[src/rtl/timer_irq_pkg.sv]
// Shared types and constants for the timer interrupt array.
// Latency: n/a (declarations only).
// Backpressure: n/a (declarations only).
package timer_irq_pkg;

  // Per-channel run state.
  typedef enum logic [1:0] {
    IDLE = 2'd0,
    RUN  = 2'd1,
    DONE = 2'd2
  } timer_st_t;

  // Smallest usable period: a period of 0 or 1 would expire every cycle with no low phase.
  localparam int unsigned MIN_PERIOD = 2;
  // A zero width would produce no pulse at all, so it is treated as one cycle.
  localparam int unsigned MIN_WIDTH  = 1;

endpackage

[src/rtl/timer_irq_channel.sv]
// One programmable timer channel: period counter, one-shot/periodic FSM, pulse/level irq and sticky overrun.
// Latency: irq_out rises P edges after the enable edge; falls one edge after pulse end or ack.
// Backpressure: none; level mode holds irq_out until irq_ack, a new expire meanwhile flags overrun.
module timer_irq_channel #(
  parameter int CNT_W = 24,
  parameter int PW_W  = 12
) (
  input  logic             clk_100,
  input  logic             rst_100,
  input  logic             enable,
  input  logic             oneshot,
  input  logic             level,
  input  logic [CNT_W-1:0] period,
  input  logic [PW_W-1:0]  width,
  input  logic             irq_ack,
  input  logic             overrun_clr,
  output logic             irq_out,
  output logic             irq_overrun
);
  import timer_irq_pkg::*;

  timer_st_t        st_q, st_d;
  logic [CNT_W-1:0] cnt_q, cnt_d;
  logic [PW_W-1:0]  hold_q, hold_d;
  logic             irq_q, irq_d;
  logic             ovr_q, ovr_set;
  logic             oneshot_q, oneshot_d;

  logic [CNT_W-1:0] eff_period;
  logic [PW_W-1:0]  eff_width;
  logic             expire;
  logic             ack_hit;
  logic             pulse_end;

  // Clamp the live period/width and decode this cycle's events.
  always_comb begin
    eff_period = (period < CNT_W'(MIN_PERIOD)) ? CNT_W'(MIN_PERIOD) : period;
    eff_width  = (width  < PW_W'(MIN_WIDTH))   ? PW_W'(MIN_WIDTH)   : width;
    // >= so a period lowered below the running count expires on the next cycle
    expire     = (st_q == RUN) && (cnt_q >= (eff_period - CNT_W'(1)));
    ack_hit    = level && irq_ack && irq_q;
    // >= so a width lowered during an active pulse ends it promptly
    pulse_end  = !level && irq_q && (hold_q >= (eff_width - PW_W'(1)));
  end

  // Next state, counters, interrupt output and overrun request.
  always_comb begin
    st_d      = st_q;
    cnt_d     = cnt_q;
    hold_d    = hold_q;
    irq_d     = irq_q;
    oneshot_d = oneshot_q;
    ovr_set   = 1'b0;

    if (!enable) begin
      st_d   = IDLE;
      cnt_d  = '0;
      hold_d = '0;
      irq_d  = 1'b0;
    end else begin
      case (st_q)
        IDLE: begin
          st_d      = RUN;
          cnt_d     = '0;
          oneshot_d = oneshot;
        end
        RUN: begin
          if (expire) begin
            cnt_d = '0;
            if (oneshot_q) st_d = DONE;
          end else begin
            cnt_d = cnt_q + CNT_W'(1);
          end
        end
        DONE: begin
          cnt_d = '0;
        end
        default: begin
          st_d  = IDLE;
          cnt_d = '0;
        end
      endcase

      // An expire always wins over ack or pulse end; retriggering an active irq is an overrun
      // unless the same cycle acknowledges it.
      if (st_q != IDLE) begin
        if (expire) begin
          irq_d   = 1'b1;
          hold_d  = '0;
          ovr_set = irq_q && !(level && irq_ack);
        end else if (ack_hit || pulse_end) begin
          irq_d  = 1'b0;
          hold_d = '0;
        end else if (irq_q && !level) begin
          hold_d = hold_q + PW_W'(1);
        end
      end
    end
  end

  // State register; overrun set takes priority over the global clear.
  always_ff @(posedge clk_100) begin
    if (rst_100) begin
      st_q      <= IDLE;
      cnt_q     <= '0;
      hold_q    <= '0;
      irq_q     <= 1'b0;
      ovr_q     <= 1'b0;
      oneshot_q <= 1'b0;
    end else begin
      st_q      <= st_d;
      cnt_q     <= cnt_d;
      hold_q    <= hold_d;
      irq_q     <= irq_d;
      oneshot_q <= oneshot_d;
      ovr_q     <= ovr_set | (ovr_q & ~overrun_clr);
    end
  end

  assign irq_out     = irq_q;
  assign irq_overrun = ovr_q;

endmodule

[src/rtl/timer_irq_array.sv]
// Array of NUM_CH independent timer interrupt channels feeding the interrupt controller.
// Latency: registered irq_out per channel; irq_any is a same-cycle OR of those registers.
// Backpressure: none; each channel in level mode waits for its own irq_ack.
module timer_irq_array #(
  parameter int NUM_CH = 4,
  parameter int CNT_W  = 24,
  parameter int PW_W   = 12
) (
  input  logic                    clk_100,
  input  logic                    rst_100,
  input  logic [NUM_CH-1:0]       ch_enable,
  input  logic [NUM_CH-1:0]       ch_oneshot,
  input  logic [NUM_CH-1:0]       ch_level,
  input  logic [NUM_CH*CNT_W-1:0] period,
  input  logic [NUM_CH*PW_W-1:0]  width,
  input  logic [NUM_CH-1:0]       irq_ack,
  input  logic                    overrun_clr,
  output logic [NUM_CH-1:0]       irq_out,
  output logic [NUM_CH-1:0]       irq_overrun,
  output logic                    irq_any
);

  // One channel per generate iteration; overrun_clr fans out to all of them.
  for (genvar g = 0; g < NUM_CH; g++) begin : g_ch
    timer_irq_channel #(
      .CNT_W (CNT_W),
      .PW_W  (PW_W)
    ) u_ch (
      .clk_100     (clk_100),
      .rst_100     (rst_100),
      .enable      (ch_enable[g]),
      .oneshot     (ch_oneshot[g]),
      .level       (ch_level[g]),
      .period      (period[g*CNT_W +: CNT_W]),
      .width       (width[g*PW_W +: PW_W]),
      .irq_ack     (irq_ack[g]),
      .overrun_clr (overrun_clr),
      .irq_out     (irq_out[g]),
      .irq_overrun (irq_overrun[g])
    );
  end

  assign irq_any = |irq_out;

endmodule

[config.mk]
export PLATFORM = sky130hd
export DESIGN_NAME = timer_irq_array
export DESIGN_NICKNAME = d
export VERILOG_FILES = /design/src/rtl/timer_irq_pkg.sv /design/src/rtl/timer_irq_channel.sv /design/src/rtl/timer_irq_array.sv
export SDC_FILE = /design/constraint.sdc
export NUM_CORES = 1
export LEC_CHECK = 0
export ABC_AREA = 1
export BUFFER_PORTS_ARGS = -buffer_cell sky130_fd_sc_hd__buf_2
export CAP_MARGIN = 15
export CELL_PAD_IN_SITES_DETAIL_PLACEMENT = 1
export CELL_PAD_IN_SITES_GLOBAL_PLACEMENT = 1
export CORE_ASPECT_RATIO = 2
export CORE_MARGIN = 2
export CORE_UTILIZATION = 28
export CTS_BUF_LIST = sky130_fd_sc_hd__clkbuf_8
export DETAILED_ROUTE_END_ITERATION = 10
export PLACE_DENSITY_LB_ADDON = 0.05
export SLEW_MARGIN = 20
export SYNTH_ARGS = -nofsm -noshare
export SYNTH_HDL_FRONTEND = slang
export SYNTH_SLANG_ARGS = --single-unit
[constraint.sdc]
create_clock -name clk_100 -period 5.6 [get_ports clk_100]
set_input_delay 0.84 -clock clk_100 [delete_from_list [all_inputs] [get_ports clk_100]]
set_output_delay 0.84 -clock clk_100 [all_outputs]
set_load 0.005 [all_outputs]
Word level (Yosys, flattened, before mapping) --
Index checks and enable logic that the tools add are counted. Widths: inputs -> output; s select.
Operators by class: $add $sub $neg 16, order comparisons 16, equal/unequal tests 16, multiplexer cells 52, bitwise logic cells 21, reduce and logical (&&, ||, !) cells 77
Operators by type and width (count):
- $mux 12 | 16
- $add 24x1->24 const B | 4
- $ge 24x24->1 | 4
- $lt 24x2->1 const B | 4
- $mux 24 | 4
- $sub 24x1->24 const B | 4
- $add 12x1->12 const B | 4
- $ge 12x12->1 | 4
- $lt 12x1->1 const B | 4
- $sub 12x1->12 const B | 4
- $logic_and 1x1->1 | 24
- $pmux 2 s3 | 4
- $reduce_and 2->1 | 12
- $mux 1 | 20
- $reduce_or 4->1 | 5
- $mux 2 | 8
- $ne 2x1->1 const B | 8
- $reduce_bool 2->1 | 8
- $not 1->1 | 13
- $reduce_and 3->1 | 4
- $reduce_bool 3->1 | 4
- $eq 2x1->1 const B | 4
- $eq 2x2->1 const B | 4
- $logic_not 1->1 | 8
- other kinds (5) | 20
Storage, ports and cells: register bits 164, output and inout bits 9, logic and storage cells 222

Longest topological paths before layout --
Gate-level depths: netlist of run 1.
depth after elaboration 9, gate-level depth with buffers 33

Cells and area by module --
From an unflattened synthesis of run 1, not the netlist that was laid out.
Unflattened totals: cell total of the unflattened synthesis 2365, area total of the unflattened synthesis 15409.8 um2
Modules (own cells, without submodules):
- timer_irq_channel (g_ch[0].u_ch ...) | instances 2, cells each 588, area each 3883.7 um2
- timer_irq_channel (g_ch[1].u_ch) | instances 1, cells each 593, area each 3828.7 um2
- timer_irq_channel (g_ch[3].u_ch) | instances 1, cells each 593, area each 3802.4 um2
- timer_irq_array | instances 1, cells each 3, area each 11.3 um2

Worst setup path after synthesis of run 1 --
Ideal clock, no wire load.
path type input to register, start point input period[58], end point register g_ch[2].u_ch.hold_q[9], arrival time 4.128 ns, slack 1.359 ns, cell stages on the path 31, buffers on the path 1, cells stage by stage or2_2 -> nor2_1 -> nand2_1 -> nor2_1 -> nand2_1 -> nand2_1 -> ha_1 -> nand3_1 -> nor2_2 -> nand2_2 -> nor3_2 -> inv_2 -> nor3_2 -> nand3_1 -> xor2_1 -> inv_1 -> ha_1 -> nand2_1 -> nor2_2 -> nand2_1 -> nor2_2 -> inv_2 -> nor2_1 -> nand2_1 -> nand2_2 -> nand2_4 -> nand2_2 -> nand2_2 -> buf_6 -> nor2_1 -> nor2_1
On the way: longest elaborated chain between the ends 7
Ends and longest elaborated chain:
- start: declaration | RTL line timer_irq_array.sv:14 | input logic [NUM_CH*CNT_W-1:0] period,
- $lt 24x2->1 | RTL line timer_irq_channel.sv:37 | eff_period = (period < CNT_W'(MIN_PERIOD)) ? CNT_W'(MIN_PERIOD) : period;
- $mux 24 * | RTL line timer_irq_channel.sv:37
- $sub 24x1->24 * | RTL line timer_irq_channel.sv:40 | expire = (st_q == RUN) && (cnt_q >= (eff_period - CNT_W'(1)));
- $ge 24x24->1 * | RTL line timer_irq_channel.sv:40
- $logic_and 1x1->1 * | RTL line timer_irq_channel.sv:40
- $reduce_bool 3->1 (no source line)
- $reduce_and 2->1 (no source line)
- end signal: assignment | RTL line timer_irq_channel.sv:113 | hold_q <= hold_d;
- end: declaration | RTL line timer_irq_channel.sv:24 | logic [PW_W-1:0] hold_q, hold_d;
Mark *: on every way between the ends. The rest lies on a longest branch, timed or not. A chain may end at the register's enable or synchronous reset.

Worst setup path in the final report of run 1 --
start point input period[33], end point register g_ch[1].u_ch.cnt_q[10]
On the way: longest elaborated chain between the ends 6
Ends and longest elaborated chain:
- $lt 24x2->1 | RTL line timer_irq_channel.sv:37
- $mux 24 * | RTL line timer_irq_channel.sv:37
- $sub 24x1->24 * | RTL line timer_irq_channel.sv:40
- $ge 24x24->1 * | RTL line timer_irq_channel.sv:40
- $logic_and 1x1->1 * | RTL line timer_irq_channel.sv:40
- $reduce_or 4->1 (no source line) *
- end signal: assignment | RTL line timer_irq_channel.sv:112 | cnt_q <= cnt_d;
- end: declaration | RTL line timer_irq_channel.sv:23 | logic [CNT_W-1:0] cnt_q, cnt_d;
Marked as above.

==> results.cfg, run 1 <==
[detailed_routing]
vias_per_cell = 4.78
wirelength_um = 51300
final_antenna_net_count = 0
vias = 15274
wire_per_inst_um = 16.1
route.detailed.drc = 0
drt_iter0_markers = 289
dr.pass1.iters = 4

[die]
dieWidth_um = 168
core_area_sq_mm = 0.0533
die_area_sq_mm = 0.0557
rows = 120
die_h_um = 332
io_pins = 172
start_util_pct = 28.2

[clock_tree]
hold_buffers = 0
cts_tree = built
post-cts-setup-buffer-count = 0
cts_buffers = 17
clockBufferDepth = 2
clk_latency_ns = 0.53
cts_sinks = 164
cts-root-buf = clkbuf_8
h-tree-depth = 4
clk_pin_slew_ns = 0.10
cts_resized = 0

[global_routing]
grt_pass1_vias = 16319
grt_pass1_wl_um = 82600
grtUsageTotal_pct = 18.7
grt.overflow.total = 0
grt_max_degree = 25
antenna_found_initial = 10

[synth]
synth_xor_area_share_pct = 10.9
syn_area_sq_mm = 0.0151
synth_top_area_share_pct = 21.8
synth-compound-area-share_pct = 6.27
synthArstFlopShare_pct = 0
yosysTopAreaCell = dfxtp_1
synthMuxAreaShare_pct = 0
syn_inst = 2340
synth_seq_cells = 164
synth_area_per_cell_sq_um = 6.43
ys_warn_count = 0
syn_nets = 2663
synthTopCellsByArea = dfxtp_1, nand2_1, ha_1
yosys.area_share.simple_pct = 38.6
synth-seq-area-share_pct = 21.8
synth_top_family_by_area = simple AND/OR/NAND/NOR gates
synth_enable_flop_cells = 0
synthAdderAreaFrac_pct = 13.3
synth_flop_cell = dfxtp_1
ys_types = 50

[sta]
skew_ns = 0.0232
hold_viol_final = 0
fmaxAchievable_mhz = 215
final_max_slew_viol_count = 0
period_share_pct = 83.0
max-slew-margin-rel_pct = 60.2
worstMarginPinSlew_ns = 0.591
finalSetupTns_ns = 0
setup_viol = 0
min_period_ns = 4.65
grt_setup_unrepaired = no

[worst_setup_path]
path_max_fanout = 16
cp_slowest_cell = nand4_1
crit_type = in2reg
start_kind = input pin
slowest_delay_ns = 0.36
endpoint_kind = register
cp.arrival_ns = 5.08
critPathMostFrequentCell = nand2_1
required_ns = 6.03

[pwr]
leakagePower_nw = 7.70
ir_worst_vdd_uv = 126
power.density_mw_per_mm2 = 149

[job]
cap_violations = 0

[final_layout]
nNetsFinal = 2830
drive_gt1_share_pct = 11.8
layout.cells.non_filler = 3197
area_growth_pct = 13.4
nFillCells = 6906
layout_common_cells = nand2_1, nor2_1, inv_1, buf_2, dfxtp_1
final_common_cell = nand2_1

[place]
place_hpwl_um = 44300
port_buffers = 171
place_inst = 3159
gp_congestion = 0.841

[status]
status = finished, final reports clean

[min_path]
hold_class = reg2reg
-- cell type report --
class	count	area, sq um	share of cell area [%]
diodes	7	17.5	0.103
multi-input cells	1825	10400	60.9
repair buffers	175	898	5.26
well taps	671	840	4.92
clock buffers	18	248	1.45
inverters	324	1220	7.13
clock inverters	13	171	1.00
flip-flops and latches	164	3280	19.2
-- cell usage after synthesis, types with 2 or more instances --
cell type	count
a21o_1	6
a21oi_1	116
a21oi_4	2
a311oi_1	4
a31oi_1	6
and2_1	4
and3_1	2
buf_2	4
buf_4	10
buf_6	2
clkbuf_1	11
clkinv_1	5
dfxtp_1	164
ha_1	160
inv_1	309
inv_2	10
nand2_1	542
nand2_2	16
nand2_4	5
nand3_1	116
nand3_2	6
nand3b_1	9
nand4_1	55
nor2_1	410
nor2_2	18
nor2_4	6
nor3_1	54
nor3_2	12
nor3b_1	20
nor4_1	10
nor4_2	2
o21a_1	3
o21ai_0	15
o21ai_1	4
o22ai_1	4
o31ai_1	4
or2_0	4
or2_1	5
or2_2	9
xnor2_1	53
xor2_1	134
-- where the power goes --
group | internal (mW) | leakage [nW] | total [mW] | switching, mW
Sequential | 1.17 | 1.32 | 1.17 | 0.00339
Combinational | 0.138 | 6.17 | 0.369 | 0.232
Clock | 0.458 | 0.207 | 0.993 | 0.535
-- critical path, delay by kind of cell --
family | cells | cell delay [ns]
xor+xnor | 1 | 0.18
fa+ha+maj | 2 | 0.45
buf+inv | 5 | 0.72
simple gates | 20 | 2.89
-- logic make-up (layout without fill, tap and decap cells) --
group,after synthesis,in the layout
AND/OR/NAND/NOR,1309,1309
other,0,7
flip-flops,164,164
AO/OA/AOI/OAI,169,169
adder cells (fa/ha/maj),160,160
XOR/XNOR,187,187
buffers and inverters,351,530
-- routing by layer --
layer | part of all wire [%] | GRT usage [%]
met3 | 3.5 | 3.13
met5 | 0.084 | 0
met4 | 2.9 | 6.77
met1 | 35 | 17.3
met2 | 59 | 39.4
-- sequential cells by signal, summed over array words and instances (netlist names) --
name,count
g_ch.u_ch.oneshot_q,4
g_ch.u_ch.st_q,8
g_ch.u_ch.cnt_q,96
g_ch.u_ch.irq_overrun,4
g_ch.u_ch.irq_out,4
g_ch.u_ch.hold_q,48
-- stage by stage --
stage          area, sq um  power, mW  hold slack, ns  worst slack, ns  util (%)
2_1_floorplan        15100       1.41           0.430             1.36         -
3_3_place_gp         16600       1.57           0.447            0.316      31.2
3_5_place_dp         16600       1.58           0.457            0.340      31.2
4_1_cts              17100       2.59           0.484            0.815      32.0
5_1_grt              17100       2.68           0.503            0.464      32.0
6_report             17100       2.54           0.474            0.949      32.0
-- path summary, 6_finish.rpt --
kind                          from                      to  slack, ns  cells after the start
max reg2reg  g_ch[0].u_ch.cnt_q[0]  g_ch[0].u_ch.hold_q[8]       2.97                     15
min reg2reg  g_ch[0].u_ch.cnt_q[0]   g_ch[0].u_ch.cnt_q[0]       0.47                      1
max                     period[33]  g_ch[1].u_ch.cnt_q[10]       0.95                     28
min          g_ch[0].u_ch.cnt_q[0]   g_ch[0].u_ch.cnt_q[0]       0.47                      1
Power figures use the tool's default switching activity.
==> run 2, diff against run 1 <==
ABC_AREA = 0   (was 1)
clock period = 4.6 ns   (was 5.6 ns; I/O delays follow)
==> run 2 against run 1 <==
  * Cell count shrank 21%
  * Power increased by 25%
  * Die area is 16% lower
  * The run now ends with negative setup slack left
  * Setup slack got worse by 1.1 ns
  * Critical endpoint is now g_ch[0].u_ch.hold_q[11]
  * Clock skew down 0.0032 ns
  * Sequential cell count did not move
  * Sequential share of layout area is 0.34 points lower
  * Global-route usage rose by 0.32 points
==> results.cfg, run 2 <==
[die]
dieWidth_um = 154
core_area_sq_mm = 0.0442
io_pins = 172
start_util_pct = 28.4
die_area_sq_mm = 0.0466
rows = 109
die_h_um = 303

[final_layout]
drive_gt1_share_pct = 29.9
layout_common_cells = nor2_1, buf_4, dfxtp_1, buf_2, ha_1
largest_reg_flops = 96
final_common_cell = nor2_1
nNetsFinal = 2264
top_regs = g_ch.u_ch.cnt_q x96, g_ch.u_ch.hold_q x48, g_ch.u_ch.st_q x8
area_growth_pct = 38.5
top_register = g_ch.u_ch.cnt_q
final_util_pct = 39.3
nFillCells = 5306
finalInstanceArea_sq_mm = 0.0174

[synth]
syn_nets = 1883
synth_area_per_cell_sq_um = 8.04
yosysTopAreaCell = dfxtp_1
syn_area_sq_mm = 0.0125
synth_common_cells = nor2_1, dfxtp_1, ha_1
synthArstFlopShare_pct = 0
synthTopCellsByArea = dfxtp_1, ha_1, xnor2_1
synth_seq_cells = 164
syn_inst = 1560
ys_warn_count = 0
synthAdderAreaFrac_pct = 16.0
synth_top_family_by_area = simple AND/OR/NAND/NOR gates
synth_enable_flop_cells = 0
synth_xor_area_share_pct = 16.2
synth_top_area_share_pct = 26.2
synth-compound-area-share_pct = 10.9
synth-seq-area-share_pct = 26.2
synthMuxAreaShare_pct = 0.259
ys_types = 62
synth_flop_cell = dfxtp_1
yosys.area_share.simple_pct = 28.2
yosysMostFrequentCell = nor2_1

[detailed_routing]
wirelength_um = 44200
wire_per_inst_um = 17.6
drt_iter0_markers = 282
vias = 12691
dr.pass1.iters = 4
final_antenna_net_count = 0
vias_per_cell = 5.05
route.detailed.drc = 0

[place]
place_hpwl_um = 36200
port_buffers = 171
gp_congestion = 0.824
placed_area_sq_mm = 0.0157

[worst_setup_path]
r2r_setup_slack_ns = 1.70
start_kind = input pin
cp.arrival_ns = 5.19
required_ns = 5.00
r2r-start = g_ch[0].u_ch.cnt_q[0]
path_max_fanout = 6
r2r_cells = 11
crit_type = in2reg
endpoint_kind = register
rr_endpoint = g_ch[0].u_ch.cnt_q[7]

[sta]
grt_setup_unrepaired = yes
hold_ws_ns = 0.415
setup_viol = 75
min_period_ns = 4.79
fmaxAchievable_mhz = 209
hold_viol_final = 0
worstMarginPinSlew_ns = 0.807
period_share_pct = 104
final_max_slew_viol_count = 0
skew_ns = 0.0199
worst_slack_ns = -0.193
max-slew-margin-rel_pct = 45.6

[global_routing]
grtUsageTotal_pct = 19.0
grt.overflow.total = 0
grt_max_degree = 25
grt_pass1_vias = 13677
antenna_found_initial = 6
grt_pass1_wl_um = 70300

[clock_tree]
clk_latency_ns = 0.51
clockBufferDepth = 2
hold_buffers = 0
h-tree-depth = 4
clk_pin_slew_ns = 0.10
cts-root-buf = clkbuf_8
cts_buffers = 17
cts_sinks = 164
cts_tree = built

[pwr]
netSwitchingPower_uw = 922
power.total_mw = 3.18
leakagePower_nw = 6.94
power.density_mw_per_mm2 = 183
combPwrFrac_pct = 16.8
p_sw_share_pct = 29.0
p_clk_share_pct = 38.2
internal_power_mw = 2.26
seq_power_share_pct = 45.0
ir_worst_vdd_uv = 181

[job]
cap_violations = 0

[min_path]
hold_class = in2reg
hold_path_depth = 3
holdPathEnd = g_ch[3].u_ch.oneshot_q
min_from = ch_oneshot[3]

[status]
violations = negative setup slack
status = finished with violations
run 2: changes by cell type in the layout (fill, tap and decap cells not counted), sizes merged, moves of 32 or more:
cell    delta
buf      +216
inv      -279
nor2     -203
nand2b    +33
xnor2     +77
a21oi     -35
o21ai     +32
nand3     -64
nand2    -445
xor2      -32
run 2: stage by stage:
stage | instances | worst slack (ns) | TNS [ns]
3_3_place_gp | 2430 | -0.816 | -92.20
6_report | 2511 | -0.193 | -6.34
4_1_cts | 2497 | -0.188 | -5.86
5_1_grt | 2511 | -0.379 | -21.86
3_5_place_dp | 2430 | -0.861 | -102.11
2_1_floorplan | 1560 | -0.617 | -19.83
run 2: how the worst max path moves through the flow:
stage               startpoint                       to  slack [ns]
finish              period[18]  g_ch[0].u_ch.hold_q[11]       -0.19
global route        period[18]  g_ch[0].u_ch.hold_q[11]       -0.38
CTS                 period[84]   g_ch[3].u_ch.hold_q[7]       -0.19
detailed placement  period[53]   g_ch[2].u_ch.hold_q[6]       -0.86
global placement    period[53]   g_ch[2].u_ch.hold_q[6]       -0.82
floorplan           period[84]   g_ch[3].u_ch.hold_q[3]       -0.62
run 2: power by group through the flow:
stage	registers, mW	logic (mW)	clock network (mW)
after floorplan	1.46	0.207	0
after CTS	1.43	0.525	1.27
final	1.43	0.535	1.21
after detailed placement	1.46	0.489	0
after global placement	1.46	0.479	0
after global routing	1.43	0.592	1.33
run 2: worst max-delay path: stages:
cell,delay (ns)
buf_6,0.09
or4_4,0.53
or3_4,0.37
nor4_4,0.28
nand2b_4,0.20
ha_4,0.12
nor3b_4,0.20
buf_6,0.14
nand3_4,0.12
nor4_4,0.16
xnor2_1,0.13
ha_1,0.31
nand4_1,0.15
buf_4,0.18
or4_4,0.50
a21oi_4,0.19
a21oi_2,0.10
a21oi_4,0.21
buf_6,0.16
nand4_1,0.11
xor2_1,0.17
nor2_1,0.06
run 2: timing repair:
action                                 in CTS  in global routing
setup buffers                              30                 19
endpoints found under the hold margin       0                  0
resized for setup                          94                 97
pin swaps                                  58                 55
cloned                                      6                  0
setup endpoints to repair                 117                154
run 2: layer usage:
layer  track usage, %  wire (um)
met4             5.40        801
met5                0         45
met2             41.5      26900
met3             2.86       1320
met1             17.5      15200
run 2: area by class of cell:
cell class | count | area [sq um] | share of cell area, %
Clock inverter | 14 | 188 | 1.08
Sequential cell | 164 | 3280 | 18.9
Multi-Input combinational cell | 1329 | 10000 | 57.6
Clock buffer | 18 | 248 | 1.43
Inverter | 38 | 143 | 0.821
Tap cell | 555 | 694 | 4.00
Antenna cell | 2 | 5.00 | 0.0288
Timing Repair Buffer | 391 | 2800 | 16.1
run 2: logic make-up (layout without fill, tap and decap cells):
kind of cell | after synthesis | in the layout
XOR/XNOR | 232 | 232
AND/OR/NAND/NOR | 712 | 712
AO/OA/AOI/OAI | 222 | 222
flip-flops | 164 | 164
adder cells (fa/ha/maj) | 160 | 160
buffers and inverters | 67 | 461
other | 0 | 2
multiplexers | 3 | 3
